[src/rtl/max_bus_pkg.sv]
// Shared types and memory-map constants for the Commodore MAX bus decoder.
// Regions are matched on address bits [15:10] as (A & MASK) == BASE.
package max_bus_pkg;

    typedef enum logic [1:0] {
        ST_PHI1,
        ST_SETUP,
        ST_ACTIVE,
        ST_HOLD
    } state_e;

    typedef enum logic [2:0] {
        RG_RAM,
        RG_EXRAM,
        RG_ROML,
        RG_ROMH,
        RG_VIC,
        RG_SID,
        RG_COLRAM,
        RG_CIA
    } region_e;

    localparam int NUM_REGIONS = 8;

    localparam logic [5:0] RAM_BASE    = 6'b000000;
    localparam logic [5:0] RAM_MASK    = 6'b111110;
    localparam logic [5:0] EXRAM_BASE  = 6'b000010;
    localparam logic [5:0] EXRAM_MASK  = 6'b111110;
    localparam logic [5:0] ROML_BASE   = 6'b100000;
    localparam logic [5:0] ROML_MASK   = 6'b111000;
    localparam logic [5:0] ROMH_BASE   = 6'b111000;
    localparam logic [5:0] ROMH_MASK   = 6'b111000;
    localparam logic [5:0] VIC_BASE    = 6'b110100;
    localparam logic [5:0] SID_BASE    = 6'b110101;
    localparam logic [5:0] COLRAM_BASE = 6'b110110;
    localparam logic [5:0] CIA_BASE    = 6'b110111;
    localparam logic [5:0] IO_MASK     = 6'b111111;

    function automatic logic in_region(input logic [5:0] a, input logic [5:0] base,
                                       input logic [5:0] mask);
        return (a & mask) == base;
    endfunction

endpackage

[src/rtl/max_region_decode.sv]
// Combinational map of A[15:10] and BA onto a one-hot region vector.
// During VIC DMA only the colour-RAM window may survive, and only when enabled.
module max_region_decode
    import max_bus_pkg::*;
#(
    parameter bit EXRAM_EN      = 1'b1,
    parameter bit COLRAM_ON_DMA = 1'b1
) (
    input  logic [5:0]             a,
    input  logic                   ba,
    output logic [NUM_REGIONS-1:0] region
);

    logic [NUM_REGIONS-1:0] hit;

    always_comb begin
        hit             = '0;
        hit[RG_RAM]     = in_region(a, RAM_BASE, RAM_MASK);
        hit[RG_EXRAM]   = EXRAM_EN && in_region(a, EXRAM_BASE, EXRAM_MASK);
        hit[RG_ROML]    = in_region(a, ROML_BASE, ROML_MASK);
        hit[RG_ROMH]    = in_region(a, ROMH_BASE, ROMH_MASK);
        hit[RG_VIC]     = in_region(a, VIC_BASE, IO_MASK);
        hit[RG_SID]     = in_region(a, SID_BASE, IO_MASK);
        hit[RG_COLRAM]  = in_region(a, COLRAM_BASE, IO_MASK);
        hit[RG_CIA]     = in_region(a, CIA_BASE, IO_MASK);

        region = '0;
        if (ba) begin
            region = hit;
        end else if (COLRAM_ON_DMA) begin
            region[RG_COLRAM] = hit[RG_COLRAM];
        end
    end

endmodule

[src/rtl/max_bus_decoder.sv]
// Phase-aware chip-select sequencer for the MAX memory map: latches the decode at
// PHI2 rise and drives registered active-low selects with setup/hold timing.
module max_bus_decoder
    import max_bus_pkg::*;
#(
    parameter int SETUP_CYC     = 1,
    parameter int HOLD_CYC      = 1,
    parameter int WR_CYC        = 2,
    parameter bit EXRAM_EN      = 1'b1,
    parameter bit COLRAM_ON_DMA = 1'b1,
    parameter int TIMEOUT       = 255
) (
    input  logic       CLK,
    input  logic       RESET,
    input  logic       PHI2,
    input  logic [5:0] A,
    input  logic       BA,
    input  logic       RW_IN,
    output logic       RAM_N,
    output logic       EXRAM_N,
    output logic       ROML_N,
    output logic       ROMH_N,
    output logic       VIC_N,
    output logic       SID_N,
    output logic       COLRAM_N,
    output logic       CIA_N,
    output logic       BUF,
    output logic       RW_N,
    output logic       UNMAPPED,
    output logic       STALL
);

    localparam int              WD_W    = $clog2(TIMEOUT + 1);
    localparam logic [WD_W-1:0] WD_MAX  = WD_W'(TIMEOUT);
    localparam logic [WD_W-1:0] WD_PRE  = WD_W'(TIMEOUT - 1);
    localparam logic [3:0]      SETUP_C = 4'(SETUP_CYC);
    localparam logic [3:0]      HOLD_C  = 4'(HOLD_CYC);
    localparam logic [4:0]      WR_C    = 5'(WR_CYC);

    state_e                 state, state_next;
    logic [3:0]             cnt, cnt_next;
    logic                   went_active, went_active_next;
    logic                   latch;
    logic                   phi2_prev, rise, fall, phi2_edge;
    logic [WD_W-1:0]        wd;
    logic                   timeout_now;
    logic [NUM_REGIONS-1:0] region_dec;

    logic [NUM_REGIONS-1:0] region_p0;
    logic                   ba_p0, rw_p0;

    logic [NUM_REGIONS-1:0] sel_next, sel_p1;
    logic                   rw_n_next, rw_n_p1, unmapped_next, unmapped_p1, stall_p1;

    max_region_decode #(
        .EXRAM_EN      (EXRAM_EN),
        .COLRAM_ON_DMA (COLRAM_ON_DMA)
    ) u_decode (
        .a      (A),
        .ba     (BA),
        .region (region_dec)
    );

    assign rise        = PHI2 & ~phi2_prev;
    assign fall        = ~PHI2 & phi2_prev;
    assign phi2_edge   = rise | fall;
    assign timeout_now = ~phi2_edge && (wd == WD_PRE);

    always_ff @(posedge CLK) begin
        if (RESET) begin
            phi2_prev <= 1'b0;
            wd        <= '0;
            stall_p1  <= 1'b0;
        end else begin
            phi2_prev <= PHI2;
            if (phi2_edge) begin
                wd       <= '0;
                stall_p1 <= 1'b0;
            end else if (timeout_now) begin
                wd       <= WD_MAX;
                stall_p1 <= 1'b1;
            end else if (wd != WD_MAX) begin
                wd <= wd + 1'b1;
            end
        end
    end

    always_ff @(posedge CLK) begin
        if (RESET) begin
            state       <= ST_PHI1;
            cnt         <= '0;
            went_active <= 1'b0;
        end else begin
            state       <= state_next;
            cnt         <= cnt_next;
            went_active <= went_active_next;
        end
    end

    // Latch stage: decode captured at PHI2 rise, held for the whole bus cycle
    always_ff @(posedge CLK) begin
        if (latch) begin
            region_p0 <= region_dec;
            ba_p0     <= BA;
            rw_p0     <= RW_IN;
        end
    end

    always_comb begin
        state_next       = state;
        cnt_next         = cnt;
        went_active_next = went_active;
        latch            = 1'b0;
        case (state)
            ST_PHI1: begin
                if (rise) begin
                    state_next       = ST_SETUP;
                    cnt_next         = 4'd1;
                    went_active_next = 1'b0;
                    latch            = 1'b1;
                end
            end
            ST_SETUP: begin
                if (fall) begin
                    state_next = (HOLD_CYC == 0) ? ST_PHI1 : ST_HOLD;
                    cnt_next   = '0;
                end else if (cnt == SETUP_C) begin
                    state_next = ST_ACTIVE;
                    cnt_next   = '0;
                end else begin
                    cnt_next = cnt + 4'd1;
                end
            end
            ST_ACTIVE: begin
                went_active_next = 1'b1;
                if (fall) begin
                    state_next = (HOLD_CYC == 0) ? ST_PHI1 : ST_HOLD;
                    cnt_next   = '0;
                end else if (cnt != 4'hF) begin
                    // cnt doubles as the write-strobe length counter here
                    cnt_next = cnt + 4'd1;
                end
            end
            ST_HOLD: begin
                if (rise) begin
                    state_next       = ST_SETUP;
                    cnt_next         = 4'd1;
                    went_active_next = 1'b0;
                    latch            = 1'b1;
                end else if (cnt == HOLD_C) begin
                    state_next = ST_PHI1;
                end else begin
                    cnt_next = cnt + 4'd1;
                end
            end
            default: state_next = ST_PHI1;
        endcase
        if (timeout_now) begin
            state_next = ST_PHI1;
            cnt_next   = '0;
        end
    end

    always_comb begin
        sel_next      = '0;
        rw_n_next     = 1'b1;
        unmapped_next = 1'b0;
        if (state == ST_ACTIVE) begin
            sel_next = region_p0;
            if (ba_p0 && !rw_p0 && (|region_p0) && ({1'b0, cnt} < WR_C)) begin
                rw_n_next = 1'b0;
            end
            if (ba_p0 && !(|region_p0) && (cnt == 4'd0)) begin
                unmapped_next = 1'b1;
            end
        end else if (state == ST_HOLD && went_active) begin
            sel_next = region_p0;
        end
        if (timeout_now) begin
            sel_next      = '0;
            rw_n_next     = 1'b1;
            unmapped_next = 1'b0;
        end
    end

    // Output stage: every pin changes one CLK after the state that drives it
    always_ff @(posedge CLK) begin
        if (RESET) begin
            sel_p1      <= '0;
            rw_n_p1     <= 1'b1;
            unmapped_p1 <= 1'b0;
        end else begin
            sel_p1      <= sel_next;
            rw_n_p1     <= rw_n_next;
            unmapped_p1 <= unmapped_next;
        end
    end

    assign RAM_N    = ~sel_p1[RG_RAM];
    assign EXRAM_N  = ~sel_p1[RG_EXRAM];
    assign ROML_N   = ~sel_p1[RG_ROML];
    assign ROMH_N   = ~sel_p1[RG_ROMH];
    assign VIC_N    = ~sel_p1[RG_VIC];
    assign SID_N    = ~sel_p1[RG_SID];
    assign COLRAM_N = ~sel_p1[RG_COLRAM];
    assign CIA_N    = ~sel_p1[RG_CIA];
    assign BUF      = sel_p1[RG_COLRAM];
    assign RW_N     = rw_n_p1;
    assign UNMAPPED = unmapped_p1;
    assign STALL    = stall_p1;

endmodule
[config.mk]
export PLATFORM = sky130hd
export DESIGN_NAME = max_bus_decoder
export DESIGN_NICKNAME = d
export VERILOG_FILES = /design/src/rtl/max_bus_pkg.sv /design/src/rtl/max_region_decode.sv /design/src/rtl/max_bus_decoder.sv
export SDC_FILE = /design/constraint.sdc
export NUM_CORES = 1
export LEC_CHECK = 0
export CAP_MARGIN = 20
export CORE_MARGIN = 5
export CORE_UTILIZATION = 50
export CTS_CLUSTER_SIZE = 14
export DETAILED_ROUTE_END_ITERATION = 12
export GPL_TIMING_DRIVEN = 0
export PLACE_DENSITY_LB_ADDON = 0.05
export SLEW_MARGIN = 30
export SYNTH_ARGS = -nofsm -noshare
export SYNTH_HDL_FRONTEND = slang
export SYNTH_SLANG_ARGS = --single-unit
[constraint.sdc]
create_clock -name CLK -period 2.9 [get_ports CLK]
set_clock_uncertainty 0.15 [all_clocks]
set_input_delay 0.58 -clock CLK [delete_from_list [all_inputs] [get_ports CLK]]
set_output_delay 0.58 -clock CLK [all_outputs]
set_load 0.02 [all_outputs]
==> run summary, run 1 <==
chip height = 69.5 um
cell family with most CP delay = simple AND/OR/NAND/NOR gates
Setup violations, final = 0
share of post-route cells with drive strength above 1 = 0.0519
Nets = 234
fin crit period = 2.56 ns
placeable core area = 0.00339 mm2
Async SR Flop Fraction = 0
clock share of power = 0.212
CTS H-tree lvls = 2
root buf cell = clkbuf_4
Hold WC Path Type = register to register
GRT Overall Usage = 0.153
internal power = 0.906 mW
GPL Wtd Cong = 0.878
hold buffers post-CTS = 0
Net Count, Synth = 205
Vias = 1399
Design Area, Final = 0.00211 mm2
EDFF count, synth = 10
worst skew pair latency = 0.34 ns
Peak VDD IR = 402 uV
Post-CTS Setup Bufs = 0
Crit path required time = 3.01 ns
max-slew violations = 0
CP max-delay cell = clkdlybuf4s50_1
Die W = 69.5 um
cell count after synthesis = 182
# Max-Cap Violations = 0
CTS sink cnt = 37
first-pass GRT wire length = 6.01 mm
Post-Layout Cell Count = 258
highest clock rate = 391 MHz
Pwr Density = 650 mW/mm2
Via-to-Cell Ratio = 5.42
Seq cells post-synth = 37
DR iter-0 viols = 60
Yosys cell types = 39
cell area after placement = 0.00205 mm2
critical path launch point type = primary input
ANT nets after route = 0
sequential share of power = 0.476
Final TNS setup = 0 ns
Tot Pwr = 1.37 mW
hpwl dp = 2.57 mm
crit-path cells = clkdlybuf4s50_1 > inv_1 > ha_1 > or3b_1 > o221ai_2 > or4b_1 > a31oi_1
Post-CTS Resized = 0
outcome = finished clean
Final Hold Viols = 0
residual DRC count = 0
largest net degree at the start of global routing = 13
largest stage delay on the critical path = 0.48 ns
yosys warns = 0
Pleak = 0.745 nW
worst slew pin tran = 0.876 ns
Avg WL per Cell = 13.0 um
Initial DRT Pass Iterations = 5
Most used DFF post-synth = dfxtp_1
clk buf depth = 2
cell count after placement = 250
RSZ-0062 raised after global routing = false
TritonCTS Buffers = 5
Seq/Total Area, Yosys = 0.476
io pins = 23
Comb power frac = 0.313
Net Sw Frac = 0.338
fin util = 0.622
row count = 21
synth-to-layout area growth = 19.2%
Syn Area/Cell = 9.71 um2
Sw Pwr = 0.463 mW
Routed WL = 3.35 mm
CP Capture Type = register
vias in the first global route = 1426
Die ar. = 0.00483 mm2
number of buffers added on ports = 22
clock transition at the registers of the reported paths = 0.11 ns
Initial Util = 0.522
CP bufs+invs = 2
Synth Cell Area = 0.00177 mm2
initial antenna violation count = 0
Rel. slew slack = 0.415
GRT overflow = 0
crit path DAT = 2.67 ns
Setup Crit Path Kind = primary input to register
# diodes = 0
Tcrit/Tclk final = 0.881
CP Max Fanout = 5
TritonCTS clock tree = yes
Layout fillers = 270
## registers in the layout (all words and copies together) (netlist names)
name and count:
sel_p1 8, wd 8, region_p0 8, state 2
cnt 4, ba_p0 1, STALL 1, went_active 1
phi2_prev 1, RW_N 1, rw_p0 1, UNMAPPED 1
## synth_stat cells (all sizes together), types with 2 or more instances
cell,instances,share of area
a211oi,4,0.017
a21oi,11,0.031
a31oi,6,0.021
and2,9,0.032
and3,3,0.011
and4,3,0.015
clkbuf,3,0.0064
dfxtp,27,0.31
edfxtp,10,0.17
ha,12,0.085
inv,15,0.032
nand2,6,0.013
nand2b,4,0.014
nand3,7,0.020
nand4,4,0.014
nor2,13,0.028
nor2b,5,0.018
nor3,4,0.011
nor3b,2,0.0085
nor4,3,0.011
nor4b,2,0.0099
o21ai,7,0.020
o21bai,4,0.017
or3b,3,0.015
xnor2,2,0.0099
## logic make-up (layout without fill, tap and decap cells)
family,count (synthesis),in the layout,share of synthesized area
adder cells (fa/ha/maj),12,12,0.0849
XOR/XNOR,3,3,0.0149
AO/OA/AOI/OAI,38,38,0.139
AND/OR/NAND/NOR,74,74,0.247
buffers and inverters,18,48,0.0382
flip-flops,37,37,0.476
## worst min-delay path, stage by stage, from the launching register on
cell	delay [ns]
dfxtp_1	0.33
nor2_1	0.09
nor2_1	0.04
## through the flow
step           setup slack (ns)  hold WS [ns]
6_report                  0.344         0.348
2_1_floorplan             0.662         0.279
3_3_place_gp             0.0606         0.309
4_1_cts                   0.350         0.347
5_1_grt                   0.224         0.364
3_5_place_dp            0.00950         0.312
## layout by cell type, fill, tap and decap left out, types with 5 or more instances in the layout
| cell type | synthesis | final |
|---|---|---|
| a21oi_1 | 11 | 11 |
| a31oi_1 | 6 | 6 |
| and2_1 | 9 | 9 |
| clkbuf_4 | 0 | 5 |
| clkdlybuf4s50_1 | 0 | 22 |
| dfxtp_1 | 27 | 27 |
| edfxtp_1 | 10 | 10 |
| ha_1 | 12 | 12 |
| inv_1 | 15 | 15 |
| nand2_1 | 6 | 6 |
| nand3_1 | 7 | 7 |
| nor2_1 | 13 | 13 |
| nor2b_1 | 5 | 5 |
| o21ai_0 | 7 | 7 |
## routing by layer
layer | vias to the layer above | GRT usage | part of all wire
met5 | - | 0 | 0
met4 | 0 | 0.0738 | 0.026
met3 | 8 | 0.0594 | 0.054
met2 | 31 | 0.247 | 0.47
met1 | 638 | 0.176 | 0.45
li1 | 722 | - | -
## power groups by stage
stage          sequential (mW)  combinational [mW]  clock, mW
6_report                 0.651               0.428      0.290
5_1_grt                  0.661               0.486      0.325
4_1_cts                  0.650               0.430      0.294
3_5_place_dp             0.663               0.423          0
3_3_place_gp             0.660               0.406          0
2_1_floorplan            0.653               0.303          0
## layout make-up
class,count,area [um2],share of cell area
Clock buffer,7,55.1,0.0261
Tap cell,46,57.6,0.0273
Sequential cell,37,841,0.399
Clock inverter,1,6.26,0.00297
Buffer,3,11.3,0.00534
Timing Repair Buffer,22,220,0.105
Inverter,15,56.3,0.0267
Multi-Input combinational cell,127,860,0.408
## final timing paths
kind	slack, ns	startpoint	end	cells past startpoint
worst max register to register	0.61	state[0]$_SDFFE_PP0P_	cnt[3]$_SDFFE_PP0P_	6
worst min-delay path	0.35	STALL$_SDFFE_PP0P_	STALL$_SDFFE_PP0P_	2
worst min register to register	0.35	STALL$_SDFFE_PP0P_	STALL$_SDFFE_PP0P_	2
worst max-delay path	0.34	PHI2	cnt[3]$_SDFFE_PP0P_	7
(Power assumes the default switching activity.)
==> inputs of run 2 (changes only) <==
Settings changed: ABC_AREA set to 0, CAP_MARGIN 20 to 15.
==> results of run 2 <==
Final layout, timing and power as in run 1 (identical DEF).
==> inputs of run 3 (changes only) <==
Settings changed: CAP_MARGIN 15 to 5.
==> results of run 3 <==
Final layout, timing and power as in run 1 (identical DEF).
